File: config.mk
export PLATFORM = sky130hd
export DESIGN_NAME = ahb_timer_slave_flat
export DESIGN_NICKNAME = d
export VERILOG_FILES = /design/src/rtl/ahb_timer_slave_if.sv /design/src/rtl/ahb_timer_slave.sv /design/src/flat_wrapper.sv
export SDC_FILE = /design/constraint.sdc
export NUM_CORES = 1
export LEC_CHECK = 0
export BUFFER_PORTS_ARGS = -buffer_cell sky130_fd_sc_hd__buf_2
export CAP_MARGIN = 20
export CORE_AREA = 3 3 168 170
export CTS_CLUSTER_SIZE = 10
export DETAILED_ROUTE_END_ITERATION = 7
export DIE_AREA = 0 0 171 173
export GPL_ROUTABILITY_DRIVEN = 0
export PLACE_DENSITY = 0.77
export SLEW_MARGIN = 20
export SYNTH_ARGS = -nofsm -noshare
export SYNTH_HDL_FRONTEND = slang
export SYNTH_SLANG_ARGS = --single-unit
File: constraint.sdc
create_clock -name clk -period 3.7 [get_ports clk]
set_input_delay 0.74 -clock clk [delete_from_list [all_inputs] [get_ports clk]]
set_output_delay 0.74 -clock clk [all_outputs]
set_load 0.02 [all_outputs]
File: src/rtl/ahb_timer_slave_if.sv
// AHB-lite slave-side signal bundle used by the machine timer responder.
interface ahb_timer_slave_if #(
  parameter int AHB_ADDR_WIDTH = 32,
  parameter int AHB_DATA_WIDTH = 32
);
  logic [AHB_ADDR_WIDTH-1:0] haddr;
  logic                      hwrite;
  logic [AHB_DATA_WIDTH-1:0] hwdata;
  logic                      hsel;
  logic                      hready;
  logic                      hresp;
  logic [AHB_DATA_WIDTH-1:0] hrdata;

  modport master (output haddr, hwrite, hwdata, hsel,
                  input  hready, hresp, hrdata);
  modport slave  (input  haddr, hwrite, hwdata, hsel,
                  output hready, hresp, hrdata);
endinterface

File: src/rtl/ahb_timer_slave.sv
// AHB-lite machine timer responder: 64-bit mtime/mtimecmp, enable/interrupt
// control, prescaler, configurable wait states and two-cycle ERROR response.
// Read data is taken from the register values as they stand after the edge
// that enters RESP, so a write completing on that same edge is visible.
module ahb_timer_slave #(
  parameter int AHB_ADDR_WIDTH = 32,
  parameter int AHB_DATA_WIDTH = 32,
  parameter int WAIT_CYCLES    = 0,
  parameter int PRESCALE_RST   = 0
) (
  input  logic             clk,
  input  logic             rstn,
  ahb_timer_slave_if.slave ahb,
  output logic             timer_irq
);

  typedef enum logic [2:0] {
    S_IDLE = 3'd0,
    S_WAIT = 3'd1,
    S_RESP = 3'd2,
    S_ERR1 = 3'd3,
    S_ERR2 = 3'd4
  } state_t;

  localparam logic [3:0]  C_WAIT_LAST = 4'((WAIT_CYCLES > 0) ? (WAIT_CYCLES - 1) : 0);
  localparam logic [15:0] C_PRE_RST   = 16'(PRESCALE_RST);

  localparam logic [7:0] A_MTIME_LO = 8'h00;
  localparam logic [7:0] A_MTIME_HI = 8'h04;
  localparam logic [7:0] A_CMP_LO   = 8'h08;
  localparam logic [7:0] A_CMP_HI   = 8'h0C;
  localparam logic [7:0] A_CTRL     = 8'h10;
  localparam logic [7:0] A_PRESCALE = 8'h14;
  localparam logic [7:0] A_STATUS   = 8'h18;
  localparam logic [7:0] A_NONE     = 8'hFF;

  state_t      r_state;
  state_t      w_state_nxt;
  logic [3:0]  r_wait_cnt;
  logic [7:0]  r_addr;
  logic        r_write;
  logic        r_hready;
  logic        r_hresp;
  logic [31:0] r_hrdata;
  logic        r_irq;
  logic [63:0] r_mtime;
  logic [63:0] r_cmp;
  logic [1:0]  r_ctrl;
  logic [15:0] r_pre;
  logic [15:0] r_pre_cnt;

  logic        w_accept;
  logic        w_legal;
  logic        w_wr_en;
  logic        w_tick;
  logic        w_load_rd;
  logic        w_hready_nxt;
  logic        w_hresp_nxt;
  logic [7:0]  w_rd_addr;
  logic [31:0] w_rd_data;
  logic [63:0] w_mtime_nxt;
  logic [63:0] w_cmp_nxt;
  logic [1:0]  w_ctrl_nxt;
  logic [15:0] w_pre_nxt;
  logic [15:0] w_pre_cnt_nxt;
  logic        w_unused_haddr;

  // Word-aligned offsets 0x00..0x18 are the only mapped locations.
  function automatic logic is_legal(input logic [7:0] a);
    return (a[1:0] == 2'b00) && (a <= A_STATUS);
  endfunction

  assign w_unused_haddr = ^ahb.haddr[AHB_ADDR_WIDTH-1:8];
  assign w_legal   = is_legal(ahb.haddr[7:0]);
  assign w_accept  = ahb.hsel && ((r_state == S_IDLE) || (r_state == S_RESP) || (r_state == S_ERR2));
  assign w_wr_en   = (r_state == S_RESP) && r_write;
  assign w_tick    = r_ctrl[0] && (r_pre_cnt == r_pre);
  assign w_rd_addr = w_accept ? ahb.haddr[7:0] : r_addr;
  assign w_load_rd = (w_state_nxt == S_RESP) && (w_accept ? !ahb.hwrite : !r_write);

  // Next-state decode and the bus response that the next state presents.
  always_comb begin
    w_state_nxt  = r_state;
    w_hready_nxt = 1'b1;
    w_hresp_nxt  = 1'b0;
    case (r_state)
      S_IDLE, S_RESP, S_ERR2: begin
        if (!ahb.hsel) begin
          w_state_nxt = S_IDLE;
        end else if (!w_legal) begin
          w_state_nxt = S_ERR1;
        end else if (WAIT_CYCLES > 0) begin
          w_state_nxt = S_WAIT;
        end else begin
          w_state_nxt = S_RESP;
        end
      end
      S_WAIT: begin
        if (r_wait_cnt == C_WAIT_LAST) begin
          w_state_nxt = S_RESP;
        end else begin
          w_state_nxt = S_WAIT;
        end
      end
      S_ERR1:  w_state_nxt = S_ERR2;
      default: w_state_nxt = S_IDLE;
    endcase
    case (w_state_nxt)
      S_WAIT:  w_hready_nxt = 1'b0;
      S_ERR1: begin
        w_hready_nxt = 1'b0;
        w_hresp_nxt  = 1'b1;
      end
      S_ERR2:  w_hresp_nxt = 1'b1;
      default: w_hresp_nxt = 1'b0;
    endcase
  end

  // Timer advance followed by software writes; a write to an mtime half
  // overrides that cycle's increment and suppresses any carry.
  always_comb begin
    w_mtime_nxt   = r_mtime;
    w_cmp_nxt     = r_cmp;
    w_ctrl_nxt    = r_ctrl;
    w_pre_nxt     = r_pre;
    w_pre_cnt_nxt = r_pre_cnt;
    if (w_tick) begin
      w_pre_cnt_nxt = 16'd0;
      w_mtime_nxt   = r_mtime + 64'd1;
    end else if (r_ctrl[0]) begin
      w_pre_cnt_nxt = r_pre_cnt + 16'd1;
    end else begin
      w_pre_cnt_nxt = r_pre_cnt;
    end
    case (w_wr_en ? r_addr : A_NONE)
      A_MTIME_LO: w_mtime_nxt = {r_mtime[63:32], ahb.hwdata};
      A_MTIME_HI: w_mtime_nxt = {ahb.hwdata, r_mtime[31:0]};
      A_CMP_LO:   w_cmp_nxt   = {r_cmp[63:32], ahb.hwdata};
      A_CMP_HI:   w_cmp_nxt   = {ahb.hwdata, r_cmp[31:0]};
      A_CTRL:     w_ctrl_nxt  = ahb.hwdata[1:0];
      A_PRESCALE: begin
        w_pre_nxt     = ahb.hwdata[15:0];
        w_pre_cnt_nxt = 16'd0;
      end
      default:    w_ctrl_nxt  = r_ctrl;
    endcase
  end

  // Read multiplexer over the post-edge register values.
  always_comb begin
    case (w_rd_addr)
      A_MTIME_LO: w_rd_data = w_mtime_nxt[31:0];
      A_MTIME_HI: w_rd_data = w_mtime_nxt[63:32];
      A_CMP_LO:   w_rd_data = w_cmp_nxt[31:0];
      A_CMP_HI:   w_rd_data = w_cmp_nxt[63:32];
      A_CTRL:     w_rd_data = {30'd0, w_ctrl_nxt};
      A_PRESCALE: w_rd_data = {16'd0, w_pre_nxt};
      A_STATUS:   w_rd_data = {31'd0, (w_mtime_nxt >= w_cmp_nxt)};
      default:    w_rd_data = 32'd0;
    endcase
  end

  // FSM state register and registered hready/hresp.
  always_ff @(posedge clk) begin
    if (rstn) begin
      r_state  <= S_IDLE;
      r_hready <= 1'b1;
      r_hresp  <= 1'b0;
    end else begin
      r_state  <= w_state_nxt;
      r_hready <= w_hready_nxt;
      r_hresp  <= w_hresp_nxt;
    end
  end

  // Address-phase capture, wait-state counter and read data register.
  always_ff @(posedge clk) begin
    if (rstn) begin
      r_addr     <= 8'd0;
      r_write    <= 1'b0;
      r_wait_cnt <= 4'd0;
      r_hrdata   <= 32'd0;
    end else begin
      if (w_accept) begin
        r_addr  <= ahb.haddr[7:0];
        r_write <= ahb.hwrite;
      end
      r_wait_cnt <= (r_state == S_WAIT) ? (r_wait_cnt + 4'd1) : 4'd0;
      if (w_load_rd) begin
        r_hrdata <= w_rd_data;
      end
    end
  end

  // Timer registers and the level interrupt from current-cycle values.
  always_ff @(posedge clk) begin
    if (rstn) begin
      r_mtime   <= 64'd0;
      r_cmp     <= 64'hFFFF_FFFF_FFFF_FFFF;
      r_ctrl    <= 2'd0;
      r_pre     <= C_PRE_RST;
      r_pre_cnt <= 16'd0;
      r_irq     <= 1'b0;
    end else begin
      r_mtime   <= w_mtime_nxt;
      r_cmp     <= w_cmp_nxt;
      r_ctrl    <= w_ctrl_nxt;
      r_pre     <= w_pre_nxt;
      r_pre_cnt <= w_pre_cnt_nxt;
      r_irq     <= r_ctrl[1] && (r_mtime >= r_cmp);
    end
  end

  assign ahb.hready = r_hready;
  assign ahb.hresp  = r_hresp;
  assign ahb.hrdata = r_hrdata;
  assign timer_irq  = r_irq;

endmodule

File: src/flat_wrapper.sv
// flat-port wrapper written by rule: the top's interface ports become plain ports
module ahb_timer_slave_flat 
#(
  parameter int AHB_ADDR_WIDTH = 32,
  parameter int AHB_DATA_WIDTH = 32,
  parameter int WAIT_CYCLES    = 0,
  parameter int PRESCALE_RST   = 0
)
  (clk, rstn, timer_irq, ahb_haddr, ahb_hwrite, ahb_hwdata, ahb_hsel, ahb_hready, ahb_hresp, ahb_hrdata);
  ahb_timer_slave_if #(.AHB_ADDR_WIDTH(AHB_ADDR_WIDTH), .AHB_DATA_WIDTH(AHB_DATA_WIDTH)) ahb_i ();
  input  logic clk;
  input  logic rstn;
  output logic timer_irq;
  input wire logic [$bits(ahb_i.haddr)-1:0] ahb_haddr;
  input wire logic [$bits(ahb_i.hwrite)-1:0] ahb_hwrite;
  input wire logic [$bits(ahb_i.hwdata)-1:0] ahb_hwdata;
  input wire logic [$bits(ahb_i.hsel)-1:0] ahb_hsel;
  output wire logic [$bits(ahb_i.hready)-1:0] ahb_hready;
  output wire logic [$bits(ahb_i.hresp)-1:0] ahb_hresp;
  output wire logic [$bits(ahb_i.hrdata)-1:0] ahb_hrdata;
  assign ahb_i.haddr = ahb_haddr;
  assign ahb_i.hwrite = ahb_hwrite;
  assign ahb_i.hwdata = ahb_hwdata;
  assign ahb_i.hsel = ahb_hsel;
  assign ahb_hready = ahb_i.hready;
  assign ahb_hresp = ahb_i.hresp;
  assign ahb_hrdata = ahb_i.hrdata;
  ahb_timer_slave #(.AHB_ADDR_WIDTH(AHB_ADDR_WIDTH), .AHB_DATA_WIDTH(AHB_DATA_WIDTH), .WAIT_CYCLES(WAIT_CYCLES), .PRESCALE_RST(PRESCALE_RST)) u_core (.clk(clk), .rstn(rstn), .ahb(ahb_i), .timer_irq(timer_irq));
endmodule
### Word-level counts from Yosys, hierarchy flattened

Cells that the tools add are included.

* input port bits: 68
* word-level logic and storage cells: 75
* register bits: 213
* output and inout bits: 35

* reduce and logical (&&, ||, !) cells: 20
* equality and inequality tests: 20
* mux-type cells: 15
* $lt $le $gt $ge: 3
* add/sub/neg operators: 3
* bitwise logic cells: 1

Operators with widths (count)
* $pmux W64 S2: 2
* $pmux W32 S7: 1
* $ge A64 B64 Y1: 2
* $add A64 B1 Y64 const B: 1
* $mux W64: 1
* $eq A8 B5 Y1 const B: 5
* $eq A8 B4 Y1 const B: 4
* $add A16 B1 Y16 const B: 1
* $eq A16 B16 Y1: 1
* $eq A8 B3 Y1 const B: 2
* $logic_not A8 Y1: 2
* $mux W16: 1
* $mux W8: 2
* $eq A3 B2 Y1 const B: 4
* $pmux W3 S3: 1
* $le A8 B5 Y1 const B: 1
* $eq A3 B1 Y1 const B: 2
* $eq A3 B3 Y1 const B: 2
* $logic_and A1 B1 Y1: 6
* $reduce_or A2 Y1: 3
* $reduce_or A3 Y1: 2
* $add A4 B1 Y4 const B: 1
* $logic_not A4 Y1: 1
* $mux W1: 4
* 7 further kinds: 10

### Logic depth before layout (Yosys ltp)

* depth in word-level cells: 8
* depth in mapped cells: 20
* gate-level depth less buffers: 17

### Worst setup path after synthesis

Ideal clock, no wire load.

* path type: reg2reg
* start: register u_core.r_addr[4]
* end: register u_core.r_hrdata[0] (netlist: u_core.ahb.hrdata[0])
* setup time: 95 ps
* data required time: 3605 ps
* buffers on the path: 4
* period minus slack after synthesis: 3835 ps
* cell stages (with the launch flop): 18
* arrival: 3740 ps
* slack: -135 ps
* cell sequence: dfxtp_1 or4_1 buf_2 nor4_4 buf_4 buf_2 clkbuf_1 nor4_1 a211oi_1 inv_1 ha_1 and4_1 nand2_1 a2111oi_0 o31ai_1 a21oi_1 o21ai_0 a221oi_1

* cells in the longest elaborated chain, start to end: 5
* elaborated cells on any way between the ends: 21
* classes of those cells: order compare (1); eq/ne (11); mux (7); reduce/logical (2)

RTL lines
* start: declaration: line ahb_timer_slave.sv:40 `logic [7:0] r_addr;`
* start signal: assignment: line ahb_timer_slave.sv:185 `r_addr <= ahb.haddr[7:0];`
* $mux W8 *: line ahb_timer_slave.sv:135 `case (w_wr_en ? r_addr : A_NONE)`
* $eq A8 B3 Y1 / $logic_not A8 Y1 (equally long branches): line ahb_timer_slave.sv:135
* $pmux W64 S2 *: line ahb_timer_slave.sv:135
* net u_core.w_mtime_nxt[37]: line ahb_timer_slave.sv:61 `logic [63:0] w_mtime_nxt;`
* $ge A64 B64 Y1 *: line ahb_timer_slave.sv:158 `A_STATUS: w_rd_data = {31'd0, (w_mtime_nxt >= w_cmp_nxt)};`
* $pmux W32 S7 *: line ahb_timer_slave.sv:151 `case (w_rd_addr)`
* end signal: assignment: line ahb_timer_slave.sv:190 `r_hrdata <= w_rd_data;`
* end: declaration: line ahb_timer_slave.sv:44 `logic [31:0] r_hrdata;`

Mark *: on every way through the listed nets, which the timed path passes. The rest lies on a longest branch.
A chain may end at the register's enable or synchronous reset.

### Worst setup path after layout

* start: register u_core.r_mtime[1]
* end: register u_core.r_hrdata[0] (netlist: u_core.ahb.hrdata[0])

* cells in the longest elaborated chain, start to end: 5

RTL lines
* start: declaration: line ahb_timer_slave.sv:46 `logic [63:0] r_mtime;`
* start signal: assignment: line ahb_timer_slave.sv:205 `r_mtime <= w_mtime_nxt;`
* $add A64 B1 Y64: line ahb_timer_slave.sv:129 `w_mtime_nxt = r_mtime + 64'd1;`
* $mux W64: line ahb_timer_slave.sv:127 `if (w_tick) begin`
* $pmux W64 S2: line ahb_timer_slave.sv:135
* net u_core.w_mtime_nxt[21]: line ahb_timer_slave.sv:61
* $ge A64 B64 Y1: line ahb_timer_slave.sv:158
* $pmux W32 S7: line ahb_timer_slave.sv:151

The timed path passes the listed nets, and every way through them passes these cells.

==> run summary <==
- 1842 — number of fill cells in the layout
- 0.395 — gr usage total
- 3 — clock tree buffer depth
- 0 — yosys warns
- sky130_fd_sc_hd__dfxtp_1 (213), sky130_fd_sc_hd__nand2_1 (177), sky130_fd_sc_hd__ha_1 (132) — cell types with the highest counts after synthesis
- -0.565 ns — final-layout setup total negative slack
- 60 — site row count
- 2712 — drt initial violations
- 4.72 ns — Worst EP arrival
- 0.286 — sequential-to-total area share from yosys stat
- 2 — initial antenna violation count
- sky130_fd_sc_hd__clkbuf_16 — clock root cell
- 0.280 — layout cell share with drive strength beyond 1
- 0.286 — proportion of netlist area held by the largest area contributor
- 0 — count of inserted antenna diode cells
- 0 — number of flops mapped to enable cells by yosys
- 316 uV — worst supply voltage drop on vdd
- 0.555 — effective utilization at floorplan
- 0.00959 uW — leakage power figure
- u_core.r_mtime[1] — launching point of the worst reg2reg path
- 266 nW/um^2 — PD cells
- register — Setup crit end kind
- 44.1 mm — estimated wirelength of the detail-placed design
- 0.0221 ns — final clock skew
- 0 — Max Cap Viol
- -0.56 ns — worst reg2reg setup slack
- 234 MHz — maximum operating frequency
- 32.0% — layout-stage area growth over the synthesis result
- 4.26 ns — Final min period
- -0.565 ns — Final WS setup
- 171 um — die outline width
- 29600 um^2 — floorplan die area
- 0.56 ns — clock latency at the later pin of the worst-skew pair
- 103 — top-level port count
- u_core.r_mtime[1] — crit path launch
- 61.4 mm — final wirelength
- 1.18 ns — actual slew at the worst max-slew pin
- 2437 — number of nets at the end of the flow
- 8 — detailed-router iteration count before antenna repair
- 4.16 ns — critical path data required time
- yes — unrepaired setup endpoints after global routing
- 1.15 — period utilization
- 23.7 um — routed length per instance
- register to register — kind of critical path
- 27 — number of buffers inserted during clock tree synthesis
- u_core.r_write — Worst Hold Path EP
- 2025 — post-synth net total
- 87 — largest net degree at the start of global routing
- 213 — CTS sink count
- 92.6 mm — global-route wire length before repair
- 0 — global route overflow
- 5230 uW — post-route total power
- 8.18 um^2 — average cell area after synthesis
- sky130_fd_sc_hd__dfxtp_1 (29%), sky130_fd_sc_hd__ha_1 (11%), sky130_fd_sc_hd__mux2i_1 (6.0%) — largest cells by area after synthesis
- register — nature of the critical path startpoint
- 0.06 ns — clock slew seen by the registers of the worst setup and hold paths
- 17500 — total via count in the routed design
- sky130_fd_sc_hd__dfxtp_1 — Synth area leader
- 0 — final antenna-violating net count
- ahb_hwrite — Hold Crit Start
- 5 — Worst Path Max Fanout
- 14900 um^2 — post-synthesis instance area
- 1 — Clock H-tree levels
- u_core.ahb.hrdata[0] — Critical R2R Capture
- 213 — total of flip-flops plus latches after synthesis
- 0 — count of endpoints failing hold in the final timing report
- 18300 um^2 — instance area at placement
- 1 — number of endpoints failing setup at the final stage
- design-rule violations, negative setup slack — violations in the final reports
- 6.77 — Vias/cell
- input pin to register — worst hold path type
- sky130_fd_sc_hd__dfxtp_1 — leading cell type by number of instances after synthesis
- 1825 — number of instances in the synthesized netlist
- 78 — IO Port Bufs
- 16800 — number of global-route vias before repair
- 0.208 — Max transition margin
- 173 um — vertical die dimension
- 3 — worst hold path depth
- 0 — async set-or-reset flop fraction in the synthesized netlist
- sky130_fd_sc_hd__dfxtp_1 — most used flip-flop cell after synthesis
- 96 — Unique masters post-synth
- 0 — Hold-fix buffers, CTS
- 19 — worst reg2reg path depth
- complete, but fails checks — status
- 11 — DRC
- 19700 um^2 — final design area excluding fillers
- 0 — total count of max-transition violations in the final report
- 26900 um^2 — core area
- 0.733 — post-route core utilization
- built — TritonCTS clock tree
[state kept, by name, summed over array words and instances (netlist names), 2 cells and up]
signal and count:
u_core.ahb.hrdata 32, u_core.r_addr 8, u_core.r_cmp 64, u_core.r_ctrl 2, u_core.r_mtime 64, u_core.r_pre 16
u_core.r_pre_cnt 16, u_core.r_state 3, u_core.r_wait_cnt 4
[report_power, final]
part | switching, uW | leakage, uW | internal [uW]
sequential | 11.6 | 0.00173 | 2310
clock | 1020 | 0.000391 | 1410
combinational | 316 | 0.00747 | 167
[layout make-up]
cell class	count	area, um^2	share of cell area
Clock buffer	37	763	0.0387
Tap cell	341	427	0.0217
Sequential cell	213	4280	0.217
Multi-Input combinational cell	1409	10100	0.514
Inverter	98	368	0.0187
Timing Repair Buffer	488	3710	0.188
Clock inverter	4	27.5	0.00140
[through the flow]
stage                     hold WS, ns  cells  setup WS, ns
after global routing            0.442   2590        -0.651
final                           0.430   2590        -0.565
after floorplan                 0.430   1825       0.00976
after CTS                       0.422   2580        -0.315
after global placement          0.442   2526        -0.519
after detailed placement        0.460   2526        -0.751
[cells in the final DEF (no fill, tap or decap), drive strengths merged, types with 15 or more instances in the layout]
master and n:
dfxtp 213, buf 488, a211oi 21, nor4 33
xor2 20, and3 28, o22ai 23, nand3 67
a31oi 15, ha 132, mux2i 89, o21ai 74
a22oi 22, xnor2 32, nand4 62, or3 15
a21o 24, nor2 122, and2 15, nand2 178
inv 99, nor2b 42, clkbuf 37, nor3 23
nand2b 76, a21oi 97
[kinds of logic (layout without fill, tap and decap cells)]
logic type      count (synthesis)  in the layout  share of synthesized area
flops                         213            213                      0.286
xor+xnor                       52             52                     0.0305
simple gates                  692            692                      0.247
compound gates                440            440                      0.204
mux                            93             93                     0.0627
buf+inv                       203            627                     0.0599
fa+ha+maj                     132            132                      0.111
[worst max-delay path by stage]
stage	endpoint	slack, ns	cells after the start
2_1_floorplan	u_core.ahb.hrdata[0]	0.01	19
3_3_place_gp	u_core.ahb.hrdata[0]	-0.52	17
3_5_place_dp	u_core.ahb.hrdata[0]	-0.75	16
4_1_cts	u_core.ahb.hrdata[0]	-0.31	16
5_1_grt	u_core.ahb.hrdata[0]	-0.65	19
6_report	u_core.ahb.hrdata[0]	-0.56	19
[what timing repair did]
item                                    in CTS  in global routing
cloned                                       1                  0
endpoints found under the setup margin       2                  2
gates resized for setup                     60                 33
setup buffers                               13                 10
pin swaps                                   33                 28
[layer usage]
layer,global-route usage,vias to the layer above,share of wire
met4,0.248,2,0.084
met1,0.487,8088,0.36
met5,0,-,0.00021
met3,0.136,471,0.15
met2,0.587,1428,0.41
li1,-,7537,-
[critical path, cell delays in order, from the launching register on]
cell and delay (ns):
sky130_fd_sc_hd__dfxtp_1 0.39, sky130_fd_sc_hd__and3_1 0.28, sky130_fd_sc_hd__nand2_1 0.30, sky130_fd_sc_hd__buf_4 0.29, sky130_fd_sc_hd__nor4_4 0.32, sky130_fd_sc_hd__buf_4 0.21, sky130_fd_sc_hd__nand4_1 0.10, sky130_fd_sc_hd__xor2_1 0.18
sky130_fd_sc_hd__o21ai_1 0.13, sky130_fd_sc_hd__ha_1 0.33, sky130_fd_sc_hd__a21o_1 0.14, sky130_fd_sc_hd__a21o_1 0.13, sky130_fd_sc_hd__a21oi_2 0.08, sky130_fd_sc_hd__buf_4 0.15, sky130_fd_sc_hd__a2111oi_4 0.37, sky130_fd_sc_hd__o31ai_1 0.13
sky130_fd_sc_hd__buf_4 0.18, sky130_fd_sc_hd__a21oi_4 0.15, sky130_fd_sc_hd__o21ai_2 0.07, sky130_fd_sc_hd__a221oi_2 0.25
Note: power is estimated with default switching activity, not from simulation.
